[config.mk]
export PLATFORM = sky130hd
export DESIGN_NAME = ram1_arbiter
export DESIGN_NICKNAME = d
export VERILOG_FILES = /design/src/rtl/ram1_arbiter.sv
export SDC_FILE = /design/constraint.sdc
export NUM_CORES = 1
export LEC_CHECK = 0
export ABC_CLOCK_PERIOD_IN_PS = 2100
export CAP_MARGIN = 20
export CORE_ASPECT_RATIO = 1.2
export CORE_MARGIN = 3
export CORE_UTILIZATION = 40
export CTS_CLUSTER_DIAMETER = 60
export CTS_CLUSTER_SIZE = 30
export DETAILED_ROUTE_END_ITERATION = 16
export HOLD_SLACK_MARGIN = 0.06
export PLACE_DENSITY_LB_ADDON = 0.1
export RECOVER_POWER = 50
export SETUP_SLACK_MARGIN = 0.4
export SYNTH_ARGS = -nofsm -noshare
export SYNTH_HDL_FRONTEND = slang
export SYNTH_SLANG_ARGS = --single-unit
export TNS_END_PERCENT = 5
[constraint.sdc]
create_clock -name clk -period 2.1 [get_ports clk]
set_input_delay 0.525 -clock clk [delete_from_list [all_inputs] [get_ports clk]]
set_output_delay 0.525 -clock clk [all_outputs]
set_load 0.03 [all_outputs]
[src/rtl/ram1_arbiter.sv]
// Shares the single-port RAM1 SRAM between instruction fetch and the MEM stage (MEM has priority).
// Latency: read ack WAIT_CYCLES+2 cycles after the request is seen in IDLE; write ack WAIT_CYCLES+4.
// Backpressure: requests are level-held until ack; stall_req stays high while a request is pending and unacked.
module ram1_arbiter #(
   parameter int WAIT_CYCLES = 1
) (
   input  logic        clk,
   input  logic        rst,
   input  logic        if_req,
   input  logic [31:0] if_addr,
   output logic        if_ack,
   output logic [31:0] if_rdata,
   input  logic        mem_req,
   input  logic        mem_we,
   input  logic [31:0] mem_addr,
   input  logic [31:0] mem_wdata,
   output logic        mem_ack,
   output logic [31:0] mem_rdata,
   output logic        stall_req,
   output logic [19:0] ram_addr,
   output logic [31:0] ram_wdata,
   input  logic [31:0] ram_rdata,
   output logic        ram_data_oe,
   output logic        ram_ce_n,
   output logic        ram_oe_n,
   output logic        ram_we_n
);

   localparam logic [2:0] S_IDLE     = 3'd0;
   localparam logic [2:0] S_RD       = 3'd1;
   localparam logic [2:0] S_WR_SETUP = 3'd2;
   localparam logic [2:0] S_WR_PULSE = 3'd3;
   localparam logic [2:0] S_WR_HOLD  = 3'd4;
   localparam logic [2:0] S_DONE     = 3'd5;

   // Reload value for the read and write-pulse phases; the phase ends when the counter reaches zero.
   localparam logic [2:0] WAIT_LD = 3'(WAIT_CYCLES);

   logic [2:0] state;
   logic [2:0] cnt;
   logic       owner_mem;

   // Only the low 20 address bits reach the SRAM; the upper bits are intentionally dropped.
   logic       unused_addr_hi;
   assign unused_addr_hi = ^{if_addr[31:20], mem_addr[31:20]};

   // Sequencer: grant in IDLE, step through the strobe phases, latch address/data at grant.
   always_ff @(posedge clk or negedge rst) begin
      if (!rst) begin
         state     <= S_IDLE;
         cnt       <= '0;
         owner_mem <= 1'b0;
         ram_addr  <= '0;
         ram_wdata <= '0;
      end else begin
         case (state)
            S_IDLE: begin
               if (mem_req) begin
                  owner_mem <= 1'b1;
                  ram_addr  <= mem_addr[19:0];
                  ram_wdata <= mem_wdata;
                  cnt       <= WAIT_LD;
                  state     <= mem_we ? S_WR_SETUP : S_RD;
               end else if (if_req) begin
                  owner_mem <= 1'b0;
                  ram_addr  <= if_addr[19:0];
                  cnt       <= WAIT_LD;
                  state     <= S_RD;
               end
            end
            S_RD: begin
               if (cnt == 3'd0) state <= S_DONE;
               else             cnt   <= cnt - 3'd1;
            end
            S_WR_SETUP: begin
               cnt   <= WAIT_LD;
               state <= S_WR_PULSE;
            end
            S_WR_PULSE: begin
               if (cnt == 3'd0) state <= S_WR_HOLD;
               else             cnt   <= cnt - 3'd1;
            end
            S_WR_HOLD: state <= S_DONE;
            S_DONE:    state <= S_IDLE;
            default:   state <= S_IDLE;
         endcase
      end
   end

   // Capture SRAM data on the last read cycle into the owning requester's register.
   always_ff @(posedge clk or negedge rst) begin
      if (!rst) begin
         if_rdata  <= '0;
         mem_rdata <= '0;
      end else if (state == S_RD && cnt == 3'd0) begin
         if (owner_mem) mem_rdata <= ram_rdata;
         else           if_rdata  <= ram_rdata;
      end
   end

   // Strobes decode directly from state so an asynchronous reset releases them at once.
   always_comb begin
      ram_ce_n    = 1'b1;
      ram_oe_n    = 1'b1;
      ram_we_n    = 1'b1;
      ram_data_oe = 1'b0;
      case (state)
         S_RD: begin
            ram_ce_n = 1'b0;
            ram_oe_n = 1'b0;
         end
         S_WR_SETUP, S_WR_HOLD: begin
            ram_ce_n    = 1'b0;
            ram_data_oe = 1'b1;
         end
         S_WR_PULSE: begin
            ram_ce_n    = 1'b0;
            ram_we_n    = 1'b0;
            ram_data_oe = 1'b1;
         end
         default: ;
      endcase
   end

   assign if_ack    = (state == S_DONE) && !owner_mem;
   assign mem_ack   = (state == S_DONE) &&  owner_mem;
   assign stall_req = (if_req & ~if_ack) | (mem_req & ~mem_ack);

endmodule

==> results.sh <==
export IMPL_status="complete, but fails checks"
export IMPL_violations="setup timing"
export IMPL_synth_edff_count=0
export IMPL_design_area_mm2=0.00861
export IMPL_crit_path_start="state[1]"
export IMPL_fin_setup_tns_ns=-0.0264
export IMPL_path_class="reg2out"
export IMPL_synth_top_area_share_pct=60.1
export IMPL_core_mm2=0.0123
export IMPL_critPathLaunchType="flop"
export IMPL_synth_most_common_cell="dfrtp_1"
export IMPL_n_antenna_cell=0
export IMPL_max_slew_margin_pct=46.9
export IMPL_gp_congestion=0.774
export IMPL_hp_start="ram_addr[11]"
export IMPL_rsz0062_at_grt="true"
export IMPL_cts_buffers=17
export IMPL_die_h_um=130
export IMPL_setup_viol=1
export IMPL_grt_usage_pct=20.2
export IMPL_async_flop_share_pct=100
export IMPL_place_inst=715
export IMPL_avgSynthCellArea_um2=15.8
export IMPL_clock_path_buffers=2
export IMPL_rows=44
export IMPL_grt_pass1_wl_um=22000
export IMPL_cts_sinks=123
export IMPL_period_minus_slack_ns=2.13
export IMPL_globalRoute_totalOverflow=0
export IMPL_clock_insertion_delay_worst_skew_ns=0.41
export IMPL_p_leak_nw=3.88
export IMPL_wl_um=14400
export IMPL_tightest_slew_ns=0.796
export IMPL_synth_area_leader_cell="dfrtp_1"
export IMPL_layout_drive_gt1_share_pct=38.9
export IMPL_cp_required_ns=1.57
export IMPL_use_met2_pct=33.6
export IMPL_synth_flop_cell="dfrtp_1"
export IMPL_synth_warning_count=0
export IMPL_finalCritPeriodShare_pct=101
export IMPL_synth_commonest_cells="dfrtp_1, mux2_2, mux2_4, buf_2, inv_1"
export IMPL_root_buffer="clkbuf_16"
export IMPL_drv_cap=0
export IMPL_power_density_mw_per_mm2=1800
export IMPL_synth_seq_area_share_pct=60.1
export IMPL_syn_inst=325
export IMPL_arrival_ns=1.60
export IMPL_fin_skew_ns=0.00622
export IMPL_dpl_cell_area_mm2=0.00775
export IMPL_fmax_mhz=470
export IMPL_dieArea_mm2=0.0142
export IMPL_htree_levels=4
export IMPL_cp_max_fo=4
export IMPL_nNetsFinal=724
export IMPL_fin_hold_ws_ns=0.504
export IMPL_grt_pass1_vias=4069
export IMPL_start_util_pct=41.5
export IMPL_dr_first_iter_drc_count=102
export IMPL_port_buffers=231
export IMPL_ir_worst_vdd_uv=857
export IMPL_avgViaCountPerCell=4.88
export IMPL_instances_no_fill=763
export IMPL_critPathCaptureType="primary output"
export IMPL_grt_busiest_layer="met2"
export IMPL_routedWlPerCell_um=18.9
export IMPL_use_met1_pct=23.3
export IMPL_antenna_found_initial=0
export IMPL_num_vias=3723
export IMPL_grt_max_degree=67
export IMPL_drc=0
export IMPL_synth_area_mm2=0.00512
export IMPL_synth_area_leaders="dfrtp_1, mux2_2, mux2_4"
export IMPL_regToRegStartpoint="state[2]"
export IMPL_ant_nets=0
export IMPL_slew_viol_final=0
export IMPL_path_clk_slew_ns=0.05
export IMPL_cts_tree="yes"
export IMPL_dp_hpwl_um=9450
export IMPL_hold_class="reg2reg"
export IMPL_synth_cell_types=31
export IMPL_fin_ws_ns=-0.0264
export IMPL_ioPinCount=256
export IMPL_die_w_um=109
export IMPL_ys_seq_elements=123
export IMPL_hold_viol_final=0
export IMPL_grtUsageMet3_pct=9.40
export IMPL_area_growth_pct=68.2
export IMPL_synth_fp_nets=460
export IMPL_firstDrtPassIters=4
cells by family after synthesis:
| kind of cell | count (synthesis) | synth area share [%] |
|---|---|---|
| DFF | 123 | 60.1 |
| xor gates and xnor gates | 1 | 0.171 |
| AOI/OAI and AO/OA | 16 | 1.78 |
| buffers and inverters | 26 | 2.61 |
| muxes | 137 | 32.3 |
| adders and majority gates | 2 | 0.489 |
| and+or+nand+nor | 20 | 2.54 |
per-stage QoR:
stage          power [mW]  util [%]  worst slack (ns)
2_1_floorplan        8.88         -            0.0984
3_3_place_gp         12.2      62.9           -0.0768
3_5_place_dp         12.3      62.9            -0.125
4_1_cts              15.6      70.9           -0.0201
5_1_grt              16.2      69.8           -0.0851
6_report             15.5      69.8           -0.0264
state kept, by name (all words and copies together), names as in the netlist:
| name | count |
|---|---|
| mem_rdata | 32 |
| ram_addr | 20 |
| owner_mem | 1 |
| if_rdata | 32 |
| ram_wdata | 32 |
| state | 3 |
| cnt | 3 |
path summary, 6_finish.rpt:
| path | cells after the start | slack, ns | endpoint |
|---|---|---|---|
| max in group asynchronous | 3 | 0.31 | ram_wdata[18] |
| min in group asynchronous | 2 | 0.74 | if_rdata[4] |
| hold / removal | 1 | 0.50 | ram_addr[11] |
| hold reg to reg | 1 | 0.50 | ram_addr[11] |
| setup / recovery | 5 | -0.03 | mem_ack |
| setup reg to reg | 7 | 0.03 | mem_rdata[0] |
layer usage:
metal  up-vias  wire (um)
met5         -          0
met4         0        204
met3        16       1420
met2       163       7380
met1      1867       5390
li1       1677          -
layout by cell type, fill, tap and decap left out, types with 2 or more instances in the layout:
cell type        netlist  final
mux2_4                30     96
buf_12                 0      7
dlygate4sd2_1          0      6
buf_4                  1     12
clkbuf_16              0     20
clkinv_2               0      3
clkdlybuf4s15_1        0     48
ha_1                   2      2
nor2_1                 5      3
or3_4                  0      2
clkbuf_1               5     53
buf_6                  3     11
dfrtp_1              123    120
o22ai_1                2      2
clkbuf_8               0      4
nand3b_1               3      3
clkdlybuf4s50_1        0    107
mux2_2               104     40
a21oi_1                4      4
o21ai_2                0      3
o21ai_0                7      4
buf_16                 0      2
bufinv_16              0      4
clkdlybuf4s15_2        0      9
dfrtp_2                0      3
buf_8                  0      2
clkbuf_2               0      5
inv_1                  8      7
layout make-up:
class	instances	area (um^2)
clock buffers	25	495
clock inverters	7	135
fillers	899	3720
inverters	8	32.5
multi-input cells	176	2220
flip-flops and latches	123	3080
well taps	161	201
repair buffers	263	2450
repair_timing:
| item | 4_1_cts | 5_1_grt |
|---|---|---|
| buffers inserted | 4 | 7 |
| endpoints found under the setup margin | 239 | 200 |
| endpoints found under the hold margin | 24 | 0 |
| gates resized for setup | 292 | 105 |
| pin swaps | 6 | 10 |
| gates cloned | 2 | 2 |
| hold buffers | 1 | 0 |
report_power, final:
group          switching (mW)  internal, mW
Combinational            4.35          3.74
Sequential              0.710          3.61
Clock                   0.988          2.11
Total                    6.05          9.46
critical path, stage by stage (launching register included):
cell and delay [ns]:
dfrtp_2 0.43, buf_6 0.13, nand3b_1 0.21, nor2_2 0.17, buf_4 0.14, buf_12 0.11
No activity file was read; power rests on OpenSTA's default activity.
